**src/rtl/pipelined_barrel_shifter.sv**
```systemverilog
// Fully pipelined barrel shifter: one register stage per shift-amount bit,
// four modes (ROL, ROR, SLL, SRA) and a single global stall on back-pressure.
module pipelined_barrel_shifter #(
  parameter  int WIDTH = 32,
  localparam int SHW   = $clog2(WIDTH)
) (
  input  logic             clk,
  input  logic             rst_n,
  input  logic             in_valid,
  output logic             in_ready,
  input  logic [WIDTH-1:0] in_data,
  input  logic [SHW-1:0]   in_shift,
  input  logic [1:0]       in_mode,
  output logic             out_valid,
  input  logic             out_ready,
  output logic [WIDTH-1:0] out_data,
  output logic             out_zero
);

  localparam logic [1:0] MODE_ROL = 2'b00;
  localparam logic [1:0] MODE_ROR = 2'b01;
  localparam logic [1:0] MODE_SLL = 2'b10;

  logic adv;

  logic             stg_valid [SHW];
  logic [WIDTH-1:0] stg_data  [SHW];
  logic [1:0]       stg_mode  [SHW];
  logic [SHW-1:0]   stg_shift [SHW];
  logic             stg_sign  [SHW];

  logic             nxt_valid [SHW];
  logic [WIDTH-1:0] src_data  [SHW];
  logic [1:0]       src_mode  [SHW];
  logic [SHW-1:0]   src_shift [SHW];
  logic             src_sign  [SHW];

  // Single shift by a fixed power-of-two amount; SRA fills with the carried sign.
  function automatic logic [WIDTH-1:0] shift_step(input logic [WIDTH-1:0] d,
                                                  input logic [1:0] mode,
                                                  input logic sign,
                                                  input int amt);
    logic [WIDTH-1:0] fill;
    logic [WIDTH-1:0] res;
    fill = sign ? ~({WIDTH{1'b1}} >> amt) : '0;
    case (mode)
      MODE_ROL: res = (d << amt) | (d >> (WIDTH - amt));
      MODE_ROR: res = (d >> amt) | (d << (WIDTH - amt));
      MODE_SLL: res = d << amt;
      default:  res = (d >> amt) | fill;
    endcase
    return res;
  endfunction

  assign adv      = !out_valid || out_ready;
  assign in_ready = adv;

  // Stage 0 draws from the input port; every later stage from its predecessor.
  for (genvar k = 0; k < SHW; k++) begin : gen_src
    if (k == 0) begin : gen_head
      assign nxt_valid[k] = in_valid;
      assign src_data[k]  = in_data;
      assign src_mode[k]  = in_mode;
      assign src_shift[k] = in_shift;
      assign src_sign[k]  = in_data[WIDTH-1];
    end else begin : gen_body
      assign nxt_valid[k] = stg_valid[k-1];
      assign src_data[k]  = stg_data[k-1];
      assign src_mode[k]  = stg_mode[k-1];
      assign src_shift[k] = stg_shift[k-1];
      assign src_sign[k]  = stg_sign[k-1];
    end
  end

  // Payload registers only load behind a valid beat, so the output keeps the last result.
  always_ff @(posedge clk or negedge rst_n) begin
    if (!rst_n) begin
      for (int k = 0; k < SHW; k++) begin
        stg_valid[k] <= 1'b0;
        stg_data[k]  <= '0;
        stg_mode[k]  <= '0;
        stg_shift[k] <= '0;
        stg_sign[k]  <= 1'b0;
      end
    end else if (adv) begin
      for (int k = 0; k < SHW; k++) begin
        stg_valid[k] <= nxt_valid[k];
        if (nxt_valid[k]) begin
          stg_data[k]  <= src_shift[k][k]
                          ? shift_step(src_data[k], src_mode[k], src_sign[k], 2 ** k)
                          : src_data[k];
          stg_mode[k]  <= src_mode[k];
          stg_shift[k] <= src_shift[k];
          stg_sign[k]  <= src_sign[k];
        end
      end
    end
  end

  assign out_valid = stg_valid[SHW-1];
  assign out_data  = stg_data[SHW-1];
  assign out_zero  = (out_data == '0);

endmodule

```
**config.mk**
```make
export PLATFORM = sky130hd
export DESIGN_NAME = pipelined_barrel_shifter
export DESIGN_NICKNAME = d
export VERILOG_FILES = /design/src/rtl/pipelined_barrel_shifter.sv
export SDC_FILE = /design/constraint.sdc
export NUM_CORES = 1
export LEC_CHECK = 0
export CAP_MARGIN = 20
export CELL_PAD_IN_SITES_DETAIL_PLACEMENT = 0
export CELL_PAD_IN_SITES_GLOBAL_PLACEMENT = 2
export CORE_MARGIN = 3
export CORE_UTILIZATION = 30
export DETAILED_ROUTE_END_ITERATION = 10
export DONT_BUFFER_PORTS = 1
export PLACE_DENSITY = 0.61
export RECOVER_POWER = 50
export SKIP_CTS_REPAIR_TIMING = 1
export SKIP_LAST_GASP = 1
export SLEW_MARGIN = 0
export SYNTH_ARGS = -nofsm -noshare
export SYNTH_HDL_FRONTEND = slang
export SYNTH_SLANG_ARGS = --single-unit
```
**constraint.sdc**
```tcl
create_clock -name clk -period 1.9 [get_ports clk]
set_clock_uncertainty 0.2 [all_clocks]
set_input_delay 0.38 -clock clk [delete_from_list [all_inputs] [get_ports clk]]
set_output_delay 0.38 -clock clk [all_outputs]
set_load 0.005 [all_outputs]
```
==> impl_metrics.yaml, run 1 <==
run:
  max_cap_violations: 0
yosys:
  synth.avg_cell_area_sq_um: 10.5
  synth.most_common_cell: "dfrtp_1"
  syn-num-nets: 1025
  synth_area_leader_cell: "dfrtp_1"
  synth.distinct_cells: 39
  yosys_most_used_dff: "dfrtp_1"
  synthesis.area_sq_mm: 0.0104
  netlist.area_leader.share: 0.452
  synth_cells: 982
  ys_warn_count: 0
  yosys-top-cells-area: "dfrtp_1, mux2i_1, mux2_2"
  synth_edf_count: 0
  async_flop_share: 1.00
  synth-seq-cells: 187
  synth-seq-area-share: 0.452
  ys_top_cells_by_count: "dfrtp_1, a21oi_1, nor2_1, mux2i_1, mux2_2"
pwr:
  netSwitchingPower_mw: 8.78
  pwr-share-seq: 0.390
  p_int_mw: 12.5
  static-leakage-power_nw: 4.72
  pwr-share-comb: 0.444
  swShare: 0.412
  ir_worst_vdd_mv: 0.776
  pwr-share-clk: 0.166
  power_density_mw_per_mm2: 1840
clock_network:
  clkSinkCount: 187
  tritoncts: "done"
  h-tree-depth: 4
  clock_path_buffers: 2
  cts-root-buf: "clkbuf_16"
  cts_made_buffers: 17
  worst_skew_pair.late_latency_ns: 0.44
  clk_pin_slew_worst_paths_ns: 0.07
setup_path:
  endpoint_kind: "output pin"
  cp.required_ns: 1.32
  critPathLaunchType: "flip-flop"
  path_max_fanout: 3
  worstSetupPathType: "flip-flop to output pin"
  arrival_ns: 1.54
sta:
  slew_violations: 0
  hold_violations: 187
  timing.final.ws_setup_ns: -0.220
  slew_headroom: 0.499
  finalCritPeriodShare: 1.12
  worstMarginPinSlew_ns: 0.751
  fin_hold_ws_ns: -0.551
  setup_tns_ns: -3.11
  period_minus_slack_ns: 2.12
  timing.fmax_mhz: 472
  grt_setup_unrepaired: "yes"
  setup_viol: 78
placed_design:
  port_buffers: 0
  pre_cts_slack_ns: -0.0632
  dp_hpwl_mm: 21.4
  place_congestion: 0.765
run_status:
  status: "complete, but fails checks"
  violations: "hold timing, setup timing"
floorplanning:
  die-area_sq_mm: 0.0368
  die_w_um: 192
  rows: 67
  core_area_sq_mm: 0.0338
  ios: 78
  dieHeight_um: 192
  start_util: 0.307
detailed_routing:
  wire_per_inst_um: 21.1
  detail_route.vias_per_cell: 5.17
  first_pass_iters: 5
  drt_wl_total_mm: 30.1
  drc: 0
  ant_nets: 0
  vias: 7374
  first_iter_violations: 531
global_routing:
  grt_pass1_wl_mm: 47.2
  grt_pass1_vias: 7408
  antenna_found_initial: 0
  grt_start_max_net_pins: 188
  grt_overflow_total: 0
  grt_usage: 0.167
final_layout:
  drive_above_1_share: 0.215
  area_delta_synth_final_pct: 11.8
  antenna_cells: 0
  finalNetCount: 1007
min_path:
  hold_path_class: "input port to asynchronous set/reset pin"
[power by group through the flow]
stage               registers (mW)  clock network, mW  logic, mW
finish                        8.32               3.53       9.47
detailed placement            8.41                  0       9.44
global route                  8.60               3.78       10.4
CTS                           8.35               3.65       9.48
global placement              8.39                  0       9.38
floorplan                     7.15                  0       7.40
[per-stage QoR]
step / util / power (mW) / instances / hold WS (ns) / area [sq um]
floorplan: - / 14.5 / 982 / -0.116 / 10400
global placement: 0.323 / 17.8 / 1384 / -0.0908 / 10900
detailed placement: 0.323 / 17.9 / 1384 / -0.0919 / 10900
CTS: 0.340 / 21.5 / 1416 / -0.572 / 11500
global route: 0.343 / 22.8 / 1425 / -0.572 / 11600
finish: 0.343 / 21.3 / 1425 / -0.551 / 11600
[worst max-delay path, cell delays in order, from the launching register on]
cell	delay (ns)
dfrtp_2	0.45
nor4_4	0.33
nand4_1	0.19
nor2_2	0.14
[final cells by class]
cell class                 instances  area (sq um)
clock buffer                      23           488
tap                              448           561
sequential                       187          4680
clock inverter                     9          88.8
multi-input combinational        698          5190
fill                            3467         22200
inverter                           8          30.0
timing repair buffer              52           542
[worst paths after layout]
| path | start | to | slack, ns | cells past startpoint |
|---|---|---|---|---|
| min in group clk | in_shift[0] | src_data[126] | 0.03 | 2 |
| worst max-delay path | out_data[21] | out_zero | -0.22 | 3 |
| worst max register to register | out_valid | src_data[84] | -0.06 | 4 |
| max in group asynchronous | rst_n | nxt_valid[0] | 1.75 | 0 |
| worst min register to register | src_shift[18] | src_shift[18] | 0.31 | 1 |
| worst min-delay path | rst_n | src_data[52] | -0.55 | 0 |
[placed cells by master, fill, tap and decap left out, drive strengths merged, types with 9 or more instances in the layout]
cell           n
nor2b         16
a211oi        16
dfrtp        187
nand2         24
a21oi        144
mux2         119
o2bb2ai       31
a31oi         29
clkbuf        23
buf           43
o211ai        31
a31o          12
dlygate4sd3    9
o21ai         20
nor2         104
nand2b        14
mux2i        100
a221oi        14
[flip-flops by register name, summed over array words and instances (netlist names)]
signal and count:
src_sign 4, out_valid 1, src_shift 10, src_data 128, nxt_valid 4, src_mode 8
out_data 32
[metal layers]
| metal | up-vias | track usage | share of wire |
|---|---|---|---|
| met5 | - | 0 | 0 |
| li1 | 3590 | - | - |
| met4 | 0 | 0.0381 | 0.011 |
| met1 | 3646 | 0.246 | 0.50 |
| met3 | 18 | 0.0323 | 0.035 |
| met2 | 120 | 0.253 | 0.46 |
[logic make-up (layout without fill, tap and decap cells)]
family / Yosys count / count (layout) / synth area share
muxes: 219 / 219 / 0.239
and+or+nand+nor: 176 / 176 / 0.0770
AOI/OAI and AO/OA: 303 / 303 / 0.184
DFF: 187 / 187 / 0.452
buffers and inverters: 97 / 92 / 0.0483
(Power assumes the default switching activity.)
==> run 2, diff against run 1 <==
--- a/config.mk
+++ b/config.mk
@@ -8,7 +8,7 @@
 export CAP_MARGIN = 20
 export CELL_PAD_IN_SITES_DETAIL_PLACEMENT = 0
 export CELL_PAD_IN_SITES_GLOBAL_PLACEMENT = 2
-export CORE_MARGIN = 3
+export CORE_MARGIN = 4
 export CORE_UTILIZATION = 30
 export DETAILED_ROUTE_END_ITERATION = 10
 export DONT_BUFFER_PORTS = 1
==> impl_metrics.yaml, run 2 (synthesis gave the netlist of run 1 again) <==
run_status:
  status: "complete, but fails checks"
  violations: "hold timing, setup timing"
floorplanning:
  rows: 67
  die-area_sq_mm: 0.0376
  core_area_sq_mm: 0.0338
  start_util: 0.307
  die_w_um: 194
  dieHeight_um: 194
  ios: 78
detailed_routing:
  drc: 0
  wire_per_inst_um: 21.2
  first_pass_iters: 5
  vias: 7408
  detail_route.vias_per_cell: 5.18
  first_iter_violations: 452
  ant_nets: 0
  drt_wl_total_mm: 30.3
pwr:
  power_mw: 21.7
  pwr-share-clk: 0.176
  static-leakage-power_nw: 4.77
  p_int_mw: 12.9
  ir_worst_vdd_mv: 0.750
  pwr-share-seq: 0.382
  netSwitchingPower_mw: 8.79
  swShare: 0.405
  power_density_mw_per_mm2: 1860
  pwr-share-comb: 0.442
final_layout:
  antenna_cells: 0
  final_common_cell: "dfrtp_1"
  largest_reg_flops: 128
  multi_input_area_sq_mm: 0.00519
  finalNetCount: 1014
  fill_cells: 3401
  area_delta_synth_final_pct: 12.8
  most-common-layout-cells: "dfrtp_1, a21oi_1, nor2_1, mux2i_1, mux2_2"
  seq_area_sq_mm: 0.00468
  drive_above_1_share: 0.219
  final_area_sq_mm: 0.0117
placed_design:
  pre_cts_slack_ns: -0.0279
  dp_hpwl_mm: 21.5
  port_buffers: 0
  place_congestion: 0.786
  dpl_cell_area_sq_mm: 0.0109
sta:
  slew_violations: 0
  setup_viol: 82
  slew_headroom: 0.514
  hold_violations: 188
  period_minus_slack_ns: 2.23
  timing.final.ws_setup_ns: -0.333
  timing.fmax_mhz: 448
  finalCritPeriodShare: 1.18
  grt_setup_unrepaired: "yes"
  worstMarginPinSlew_ns: 0.726
  fin_hold_ws_ns: -0.542
setup_path:
  reg2reg_depth: 4
  crit_buf_inv: 0
  critical_path.cell_chain: "nor4_1 > nand4_1 > nor2_2"
  max_stage_delay_ns: 0.43
  r2r_start: "out_valid"
  path_max_fanout: 3
  endpoint_kind: "output pin"
  critPathLaunchType: "flip-flop"
  arrival_ns: 1.65
  r2r-end: "src_data[12]"
  crit_slowest_cell: "dfrtp_1"
  worstSetupPathType: "flip-flop to output pin"
  critPathTopFamily: "simple AND/OR/NAND/NOR gates"
  cp.required_ns: 1.32
  worst-r2r-setup-slack_ns: -0.11
global_routing:
  grt_pass1_wl_mm: 47.9
  grt_usage: 0.161
  grt_start_max_net_pins: 188
  grt_overflow_total: 0
  antenna_found_initial: 0
  grt_pass1_vias: 7527
clock_network:
  clock_path_buffers: 2
  cts_made_buffers: 17
  clk_pin_slew_worst_paths_ns: 0.07
  clkSinkCount: 187
  h-tree-depth: 4
  cts-root-buf: "clkbuf_16"
  tritoncts: "done"
  worst_skew_pair.late_latency_ns: 0.44
run:
  max_cap_violations: 0
min_path:
  hold_path_class: "input port to asynchronous set/reset pin"
-- run 2: cell count changes in the layout (fill, tap and decap cells not counted), sizes merged --
cell / delta
clkinvlp: -1
inv: +2
clkbuf: -2
clkinv: -2
buf: +5
bufinv: +3
-- run 2: area by class of cell --
| type | instances | area share |
|---|---|---|
| multi-input cells | 698 | 0.444 |
| flip-flops and latches | 187 | 0.401 |
| repair buffers | 59 | 0.0520 |
| well taps | 448 | 0.0480 |
| clock buffers | 19 | 0.0379 |
| clock inverters | 11 | 0.0144 |
| inverters | 8 | 0.00257 |
-- run 2: metrics by stage --
stage	util	TNS (ns)	instances
2_1_floorplan	-	0	982
3_3_place_gp	0.323	-0.0438	1386
3_5_place_dp	0.323	-0.0279	1386
4_1_cts	0.341	-0.691	1416
5_1_grt	0.346	-15.15	1430
6_report	0.346	-4.75	1430
-- run 2: power groups by stage --
stage / sequential (mW) / clock, mW / combinational [mW]
global route: 8.56 / 4.09 / 10.6
detailed placement: 8.38 / 0 / 9.53
finish: 8.28 / 3.82 / 9.60
CTS: 8.32 / 3.93 / 9.55
global placement: 8.37 / 0 / 9.47
floorplan: 7.15 / 0 / 7.40
-- run 2: layer usage --
layer / vias to the layer above / track usage / routed length (um)
met1: 3644 / 0.235 / 15100
met5: - / 0 / 0
met4: 0 / 0.0323 / 271
met2: 133 / 0.251 / 13900
met3: 16 / 0.0321 / 1110
li1: 3615 / - / -
-- run 2: worst max-delay path by stage --
stage	from	end	cells past startpoint
after CTS	out_data[16]	out_zero	3
after floorplan	out_ready	src_data[66]	5
after global routing	out_data[16]	out_zero	3
after detailed placement	out_data[16]	out_zero	3
after global placement	out_data[24]	out_zero	3
final	out_data[28]	out_zero	3
